[src/rtl/tron_pkg.sv]
// ============================================================================
// Module      : tron_pkg
// Description : Shared encodings for the two-player TRON move scheduler.
// Revision    : 1.0 - initial release
// ============================================================================
`default_nettype none

package tron_pkg;

    localparam logic [1:0] DIR_UP    = 2'b00;
    localparam logic [1:0] DIR_RIGHT = 2'b01;
    localparam logic [1:0] DIR_DOWN  = 2'b11;
    localparam logic [1:0] DIR_LEFT  = 2'b10;

    localparam logic [2:0] COL_P1 = 3'b100;
    localparam logic [2:0] COL_P2 = 3'b001;

    localparam logic [1:0] WIN_NONE = 2'b00;
    localparam logic [1:0] WIN_P1   = 2'b01;
    localparam logic [1:0] WIN_P2   = 2'b10;
    localparam logic [1:0] WIN_DRAW = 2'b11;

    localparam int GRID_W_DEF = 160;
    localparam int GRID_H_DEF = 120;

    typedef enum logic [3:0] {
        S_IDLE    = 4'd0,
        S_INIT    = 4'd1,
        S_RUN     = 4'd2,
        S_MOVE    = 4'd3,
        S_CHK1    = 4'd4,
        S_CHK2    = 4'd5,
        S_RESOLVE = 4'd6,
        S_PLOT1   = 4'd7,
        S_PLOT2   = 4'd8,
        S_OVER    = 4'd9
    } state_e;

    // Opposite directions differ in both bits.
    function automatic logic is_reversal(input logic [1:0] cur, input logic [1:0] req);
        return req == (cur ^ 2'b11);
    endfunction

endpackage

`default_nettype wire

[src/rtl/tron_next_pos.sv]
// ============================================================================
// Module      : tron_next_pos
// Description : One-cell step of a head in a given direction, with wall flag.
// Revision    : 1.0 - initial release
// ============================================================================
`default_nettype none

module tron_next_pos
    import tron_pkg::*;
#(
    parameter int GRID_W = GRID_W_DEF,
    parameter int GRID_H = GRID_H_DEF,
    parameter int X_W    = 8,
    parameter int Y_W    = 7
) (
    input  logic [X_W-1:0] x_i,
    input  logic [Y_W-1:0] y_i,
    input  logic [1:0]     dir_i,
    output logic [X_W-1:0] nx_o,
    output logic [Y_W-1:0] ny_o,
    output logic           wall_o
);

    // On a wall the position is left as-is; the wall flag alone decides death.
    always_comb begin
        nx_o   = x_i;
        ny_o   = y_i;
        wall_o = 1'b0;
        case (dir_i)
            DIR_UP: begin
                if (y_i == '0) wall_o = 1'b1;
                else           ny_o   = y_i - Y_W'(1);
            end
            DIR_DOWN: begin
                if (y_i == Y_W'(GRID_H - 1)) wall_o = 1'b1;
                else                         ny_o   = y_i + Y_W'(1);
            end
            DIR_LEFT: begin
                if (x_i == '0) wall_o = 1'b1;
                else           nx_o   = x_i - X_W'(1);
            end
            default: begin
                if (x_i == X_W'(GRID_W - 1)) wall_o = 1'b1;
                else                         nx_o   = x_i + X_W'(1);
            end
        endcase
    end

endmodule

`default_nettype wire

[src/rtl/tron_move_scheduler.sv]
// ============================================================================
// Module      : tron_move_scheduler
// Description : Per-tick TRON sequencer: direction commit, collision checks
//               via trail memory, winner decision and plotter arbitration.
// Revision    : 1.0 - initial release
// ============================================================================
`default_nettype none

module tron_move_scheduler
    import tron_pkg::*;
#(
    parameter int GRID_W = GRID_W_DEF,
    parameter int GRID_H = GRID_H_DEF,
    parameter int X_W    = 8,
    parameter int Y_W    = 7,
    parameter int P1_X0  = 80,
    parameter int P1_Y0  = 10,
    parameter int P2_X0  = 80,
    parameter int P2_Y0  = 109
) (
    input  logic           clk,
    input  logic           resetn,
    input  logic           start,
    input  logic           tick,
    input  logic [1:0]     p1_dir_req,
    input  logic           p1_dir_valid,
    input  logic [1:0]     p2_dir_req,
    input  logic           p2_dir_valid,
    output logic           occ_rd_req,
    output logic [X_W-1:0] occ_x,
    output logic [Y_W-1:0] occ_y,
    input  logic           occ_rd_ack,
    input  logic           occ_hit,
    output logic           plot_req,
    output logic [X_W-1:0] plot_x,
    output logic [Y_W-1:0] plot_y,
    output logic [2:0]     plot_color,
    input  logic           plot_ack,
    output logic [X_W-1:0] p1_x,
    output logic [Y_W-1:0] p1_y,
    output logic [X_W-1:0] p2_x,
    output logic [Y_W-1:0] p2_y,
    output logic           running,
    output logic           game_over,
    output logic [1:0]     winner
);

    localparam logic [X_W-1:0] P1_XS = X_W'(P1_X0);
    localparam logic [Y_W-1:0] P1_YS = Y_W'(P1_Y0);
    localparam logic [X_W-1:0] P2_XS = X_W'(P2_X0);
    localparam logic [Y_W-1:0] P2_YS = Y_W'(P2_Y0);

    state_e         state_q;
    logic [X_W-1:0] p1_x_q, p2_x_q, n1_x_q, n2_x_q, occ_x_q, plot_x_q;
    logic [Y_W-1:0] p1_y_q, p2_y_q, n1_y_q, n2_y_q, occ_y_q, plot_y_q;
    logic [1:0]     p1_dir_q, p2_dir_q, p1_pend_q, p2_pend_q, winner_q;
    logic [2:0]     plot_col_q;
    logic           wall1_q, wall2_q, hit1_q, hit2_q;
    logic           occ_req_q, plot_req_q, running_q, game_over_q;

    logic [1:0]     p1_dir_d, p2_dir_d;
    logic [X_W-1:0] w_n1_x, w_n2_x;
    logic [Y_W-1:0] w_n1_y, w_n2_y;
    logic           w_wall1, w_wall2, w_headon, w_die1, w_die2;

    assign p1_dir_d = is_reversal(p1_dir_q, p1_pend_q) ? p1_dir_q : p1_pend_q;
    assign p2_dir_d = is_reversal(p2_dir_q, p2_pend_q) ? p2_dir_q : p2_pend_q;

    tron_next_pos #(.GRID_W(GRID_W), .GRID_H(GRID_H), .X_W(X_W), .Y_W(Y_W)) u_next_p1 (
        .x_i(p1_x_q), .y_i(p1_y_q), .dir_i(p1_dir_d),
        .nx_o(w_n1_x), .ny_o(w_n1_y), .wall_o(w_wall1)
    );

    tron_next_pos #(.GRID_W(GRID_W), .GRID_H(GRID_H), .X_W(X_W), .Y_W(Y_W)) u_next_p2 (
        .x_i(p2_x_q), .y_i(p2_y_q), .dir_i(p2_dir_d),
        .nx_o(w_n2_x), .ny_o(w_n2_y), .wall_o(w_wall2)
    );

    // Head-on: same target cell, or the two heads trading places.
    assign w_headon = !wall1_q && !wall2_q &&
                      (((n1_x_q == n2_x_q) && (n1_y_q == n2_y_q)) ||
                       ((n1_x_q == p2_x_q) && (n1_y_q == p2_y_q) &&
                        (n2_x_q == p1_x_q) && (n2_y_q == p1_y_q)));
    assign w_die1 = wall1_q || hit1_q || w_headon;
    assign w_die2 = wall2_q || hit2_q || w_headon;

    always_ff @(posedge clk or negedge resetn) begin
        if (!resetn) begin
            state_q     <= S_IDLE;
            p1_x_q      <= P1_XS;
            p1_y_q      <= P1_YS;
            p2_x_q      <= P2_XS;
            p2_y_q      <= P2_YS;
            p1_dir_q    <= DIR_DOWN;
            p2_dir_q    <= DIR_UP;
            p1_pend_q   <= DIR_DOWN;
            p2_pend_q   <= DIR_UP;
            n1_x_q      <= '0;
            n1_y_q      <= '0;
            n2_x_q      <= '0;
            n2_y_q      <= '0;
            wall1_q     <= 1'b0;
            wall2_q     <= 1'b0;
            hit1_q      <= 1'b0;
            hit2_q      <= 1'b0;
            occ_req_q   <= 1'b0;
            occ_x_q     <= '0;
            occ_y_q     <= '0;
            plot_req_q  <= 1'b0;
            plot_x_q    <= '0;
            plot_y_q    <= '0;
            plot_col_q  <= 3'b000;
            running_q   <= 1'b0;
            game_over_q <= 1'b0;
            winner_q    <= WIN_NONE;
        end else begin
            case (state_q)
                S_IDLE: if (start) state_q <= S_INIT;
                S_INIT: begin
                    p1_x_q      <= P1_XS;
                    p1_y_q      <= P1_YS;
                    p2_x_q      <= P2_XS;
                    p2_y_q      <= P2_YS;
                    p1_dir_q    <= DIR_DOWN;
                    p2_dir_q    <= DIR_UP;
                    p1_pend_q   <= DIR_DOWN;
                    p2_pend_q   <= DIR_UP;
                    winner_q    <= WIN_NONE;
                    running_q   <= 1'b1;
                    game_over_q <= 1'b0;
                    state_q     <= S_PLOT1;
                end
                S_RUN: if (tick) state_q <= S_MOVE;
                S_MOVE: begin
                    p1_dir_q <= p1_dir_d;
                    p2_dir_q <= p2_dir_d;
                    n1_x_q   <= w_n1_x;
                    n1_y_q   <= w_n1_y;
                    n2_x_q   <= w_n2_x;
                    n2_y_q   <= w_n2_y;
                    wall1_q  <= w_wall1;
                    wall2_q  <= w_wall2;
                    hit1_q   <= 1'b0;
                    hit2_q   <= 1'b0;
                    if (!w_wall1) begin
                        occ_req_q <= 1'b1;
                        occ_x_q   <= w_n1_x;
                        occ_y_q   <= w_n1_y;
                        state_q   <= S_CHK1;
                    end else begin
                        state_q   <= S_CHK2;
                    end
                end
                S_CHK1: begin
                    if (occ_rd_ack) begin
                        occ_req_q <= 1'b0;
                        hit1_q    <= occ_hit;
                        state_q   <= S_CHK2;
                    end
                end
                S_CHK2: begin
                    if (!occ_req_q) begin
                        if (wall2_q) begin
                            state_q <= S_RESOLVE;
                        end else begin
                            occ_req_q <= 1'b1;
                            occ_x_q   <= n2_x_q;
                            occ_y_q   <= n2_y_q;
                        end
                    end else if (occ_rd_ack) begin
                        occ_req_q <= 1'b0;
                        hit2_q    <= occ_hit;
                        state_q   <= S_RESOLVE;
                    end
                end
                S_RESOLVE: begin
                    if (!w_die1 && !w_die2) begin
                        p1_x_q  <= n1_x_q;
                        p1_y_q  <= n1_y_q;
                        p2_x_q  <= n2_x_q;
                        p2_y_q  <= n2_y_q;
                        state_q <= S_PLOT1;
                    end else begin
                        // {die1, die2} maps directly onto the winner code.
                        winner_q    <= {w_die1, w_die2};
                        running_q   <= 1'b0;
                        game_over_q <= 1'b1;
                        state_q     <= S_OVER;
                    end
                end
                S_PLOT1: begin
                    if (!plot_req_q) begin
                        plot_req_q <= 1'b1;
                        plot_x_q   <= p1_x_q;
                        plot_y_q   <= p1_y_q;
                        plot_col_q <= COL_P1;
                    end else if (plot_ack) begin
                        plot_req_q <= 1'b0;
                        state_q    <= S_PLOT2;
                    end
                end
                S_PLOT2: begin
                    if (!plot_req_q) begin
                        plot_req_q <= 1'b1;
                        plot_x_q   <= p2_x_q;
                        plot_y_q   <= p2_y_q;
                        plot_col_q <= COL_P2;
                    end else if (plot_ack) begin
                        plot_req_q <= 1'b0;
                        state_q    <= S_RUN;
                    end
                end
                S_OVER: if (start) state_q <= S_INIT;
                default: state_q <= S_IDLE;
            endcase

            // A fresh request always lands in the pending slot, even during INIT.
            if (p1_dir_valid) p1_pend_q <= p1_dir_req;
            if (p2_dir_valid) p2_pend_q <= p2_dir_req;
        end
    end

    assign occ_rd_req = occ_req_q;
    assign occ_x      = occ_x_q;
    assign occ_y      = occ_y_q;
    assign plot_req   = plot_req_q;
    assign plot_x     = plot_x_q;
    assign plot_y     = plot_y_q;
    assign plot_color = plot_col_q;
    assign p1_x       = p1_x_q;
    assign p1_y       = p1_y_q;
    assign p2_x       = p2_x_q;
    assign p2_y       = p2_y_q;
    assign running    = running_q;
    assign game_over  = game_over_q;
    assign winner     = winner_q;

endmodule

`default_nettype wire

[config.mk]
export PLATFORM = sky130hd
export DESIGN_NAME = tron_move_scheduler
export DESIGN_NICKNAME = d
export VERILOG_FILES = /design/src/rtl/tron_pkg.sv /design/src/rtl/tron_next_pos.sv /design/src/rtl/tron_move_scheduler.sv
export SDC_FILE = /design/constraint.sdc
export NUM_CORES = 1
export LEC_CHECK = 0
export ABC_AREA = 1
export CELL_PAD_IN_SITES_DETAIL_PLACEMENT = 0
export CELL_PAD_IN_SITES_GLOBAL_PLACEMENT = 2
export CORE_MARGIN = 4
export CORE_UTILIZATION = 30
export CTS_CLUSTER_DIAMETER = 80
export DETAILED_ROUTE_END_ITERATION = 10
export HOLD_SLACK_MARGIN = 0.03
export PLACE_DENSITY = 0.79
export SLEW_MARGIN = 20
export SYNTH_ARGS = -nofsm -noshare
export SYNTH_HDL_FRONTEND = slang
export SYNTH_SLANG_ARGS = --single-unit
[constraint.sdc]
create_clock -name clk -period 4.55 [get_ports clk]
set_input_delay 0.91 -clock clk [delete_from_list [all_inputs] [get_ports clk]]
set_output_delay 0.91 -clock clk [all_outputs]
set_load 0.005 [all_outputs]
==> impl_metrics.ini <==
[sta]
tns_ns = 0
rsz0062_at_grt = false
fin_crit_sh_pct = 69.3
timing.fmax_mhz = 317
hold_violations = 0
relSlewSlack_pct = 43.7
slew_viol_final = 0
tightest_slew_ns = 0.843
fin_skew_ns = 0.0130
final-setup-viol-count = 0
post-route-min-period_ns = 3.15

[synth]
netlist_area_um2 = 7390
ys_seq_area_share_pct = 38.9
synth_top_flop_cell = dfrtp_1
synth-async-reset-ratio_pct = 100
syn_nets = 1023
avgSynthCellArea_um2 = 7.45
synth_top_area_share_pct = 33.5
yosysWarnings = 0
ys_ff_latch = 114
synth_edf_count = 0
synth_cells = 992
synthTopCellsByArea = dfrtp_1 34%, nand2_1 13%, nand3_1 6.4%, o21ai_0 5.8%, dfstp_2 5.3%
synthDistinctLibCells = 44
yosys.area.top_type = dfrtp_1

[final_layout]
final_cell_mix = 264 x nand2_1, 99 x dfrtp_1, 94 x nand3_1
multiInputGateArea_um2 = 3890
layout-area-overhead-vs-synth_pct = 21.7
final_common_cell = nand2_1
n_antenna_cell = 0
drive_gt1_share_pct = 8.65
fin_util_pct = 37.1
regArea_um2 = 2870
fill_cells = 2598
final_nets = 1082

[die]
num_rows = 57
start_util_pct = 30.5
dieArea_um2 = 27200
ios = 82
die_x_um = 165
core_region_area_um2 = 24200
fp.dieH_um = 165

[critical_path]
setup.worst_path.end = p2_y[0]$_DFFE_PN1P_
setup.worst_path.end_class = flop
cp.required_ns = 4.91
reg2reg_from = state_q[2]$_DFFE_PN0P_
cp_max_fo = 33
reg2reg_setup_slack_ns = 1.40
reg2reg_to = p2_y[0]$_DFFE_PN1P_
arrival_ns = 3.51
crit_path_start = state_q[2]$_DFFE_PN0P_
startpoint_type = flop
crit_type = flop to flop
worst_r2r_path_depth = 8

[global_route]
grt_pass1_vias = 6497
grt_pass1_wl_um = 39400
grt_overflow = 0
grt_max_degree = 115
track_usage_pct = 19.0
grt_antenna_before_repair = 0

[route]
first_iter_violations = 524
final_antenna_net_count = 0
firstDrtPassIters = 5
wl_um = 25400
num_vias = 6994
avgRoutedWirePerCell_um = 18.3
drc_errors = 0
viasPerCell = 5.04

[place]
port_buffers = 80
gp_congestion = 0.831
hpwlAfterDp_um = 18400

[power_and_ir_drop]
power.internal_uw = 3760
pwr-share-clk_pct = 20.2
power_density_nw_per_um2 = 786
pwr-share-seq_pct = 29.6
ir_worst_vdd_mv = 0.256
p_comb_share_pct = 50.3
switching_share_pct = 46.8
p_sw_uw = 3300
p_leak_uw = 0.00413

[clocking]
insertion_delay_ns = 0.42
root_buffer = clkbuf_16
cts_resized = 0
hold_buffers = 0
cts.htree.levels = 4
cts_tree = yes
postCtsSetupBuffers = 0
cts_made_buffers = 17
cts_sinks = 114
cts.reportedPaths.clkPinSlew_ns = 0.05
clk_path_buf_depth = 2

[run]
drv_cap = 0

[min_path]
hold_path_class = flop to flop

[run_status]
outcome = complete, no violations
==> how the worst min path moves through the flow <==
stage	start	endpoint	slack, ns	cells past startpoint
CTS	occ_x[1]$_DFFE_PN0P_	occ_x[1]$_DFFE_PN0P_	0.48	2
global placement	occ_y[2]$_DFFE_PN0P_	occ_y[2]$_DFFE_PN0P_	0.47	2
detailed placement	occ_x[1]$_DFFE_PN0P_	occ_x[1]$_DFFE_PN0P_	0.47	2
floorplan	p1_pend_q[1]$_DFFE_PN1P_	p1_pend_q[1]$_DFFE_PN1P_	0.46	2
global route	occ_x[1]$_DFFE_PN0P_	occ_x[1]$_DFFE_PN0P_	0.50	2
finish	occ_x[1]$_DFFE_PN0P_	occ_x[1]$_DFFE_PN0P_	0.47	2
==> power groups by stage <==
stage | combinational (uW) | sequential (uW) | clock (uW)
2_1_floorplan | 2530 | 1780 | 0
3_3_place_gp | 3570 | 2100 | 0
3_5_place_dp | 3570 | 2090 | 0
4_1_cts | 3580 | 2080 | 1440
5_1_grt | 4040 | 2140 | 1500
6_report | 3550 | 2090 | 1420
==> metal layers <==
metal  up-vias  routed length [um]  global-route usage (%)
met5         -                   0                       0
li1       3390                   -                       -
met4         0                 405                    4.50
met2       196               11500                    29.2
met1      3387               12300                    27.7
met3        21                1200                    3.67
==> worst max-delay path: stages, from the launching register on <==
cell and delay, ns:
dfrtp_1 0.38, inv_1 0.07, nor2_1 0.19, nand2_1 0.30, inv_1 0.72, nand4_4 0.67, nand2_4 0.51, o21ai_0 0.15
nand2_1 0.08
==> stage by stage <==
| stage | std cells | hold slack [ns] | area (um^2) | setup slack (ns) | total power [uW] |
|---|---|---|---|---|---|
| after floorplan | 992 | 0.458 | 7390 | 2.41 | 4310 |
| after global placement | 1356 | 0.466 | 8370 | 1.51 | 5670 |
| after detailed placement | 1356 | 0.467 | 8370 | 1.43 | 5660 |
| after CTS | 1388 | 0.481 | 8990 | 1.43 | 7110 |
| after global routing | 1388 | 0.495 | 8990 | 1.06 | 7680 |
| final | 1388 | 0.473 | 8990 | 1.40 | 7060 |
==> cell usage after synthesis (2+ instances only) <==
cell and n:
a21oi_1 36, a31oi_1 5, buf_2 12, buf_4 4, buf_6 9, clkbuf_1 16, clkbuf_2 2, dfrtp_1 99
dfstp_2 15, ha_1 18, inv_1 78, inv_2 15, inv_4 2, nand2_1 264, nand2_2 7, nand3_1 94
nand4_1 12, nor2_1 81, nor2_2 3, nor3_1 7, nor3_4 2, o211ai_1 16, o21a_1 3, o21ai_0 86
o21ai_1 2, o21ai_2 4, o221ai_1 16, o22ai_1 9, or2_2 2, xnor2_1 35, xor2_1 25
==> kinds of logic after synthesis <==
kind of cell	after synthesis	share of synthesized area, %
other	1	0.0508
adders and majority gates	18	3.05
and+or+nand+nor	477	27.9
buffers and inverters	139	8.49
xor gates and xnor gates	60	7.11
AOI/OAI and AO/OA	183	14.6
DFF	114	38.9
==> sequential cells by signal, indices dropped and copies added (netlist names), 2 cells and up <==
signal	flops
n2_x_q	8
p1_pend_q	2
p1_dir_q	2
p2_pend_q	2
p2_y	7
plot_x	8
p1_y	7
occ_x	8
n1_x_q	8
p2_dir_q	2
n2_y_q	7
p1_x	8
n1_y_q	7
p2_x	8
plot_color	2
winner	2
plot_y	7
state_q	4
occ_y	7
==> layout make-up <==
type / instances / area share [%]
clock buffer: 21 / 5.12
multi-input combinational: 739 / 43.3
inverter: 95 / 4.02
sequential: 114 / 31.9
clock inverter: 11 / 1.77
timing repair buffer: 84 / 9.35
tap: 324 / 4.51
Note: power is estimated with default switching activity, not from simulation.
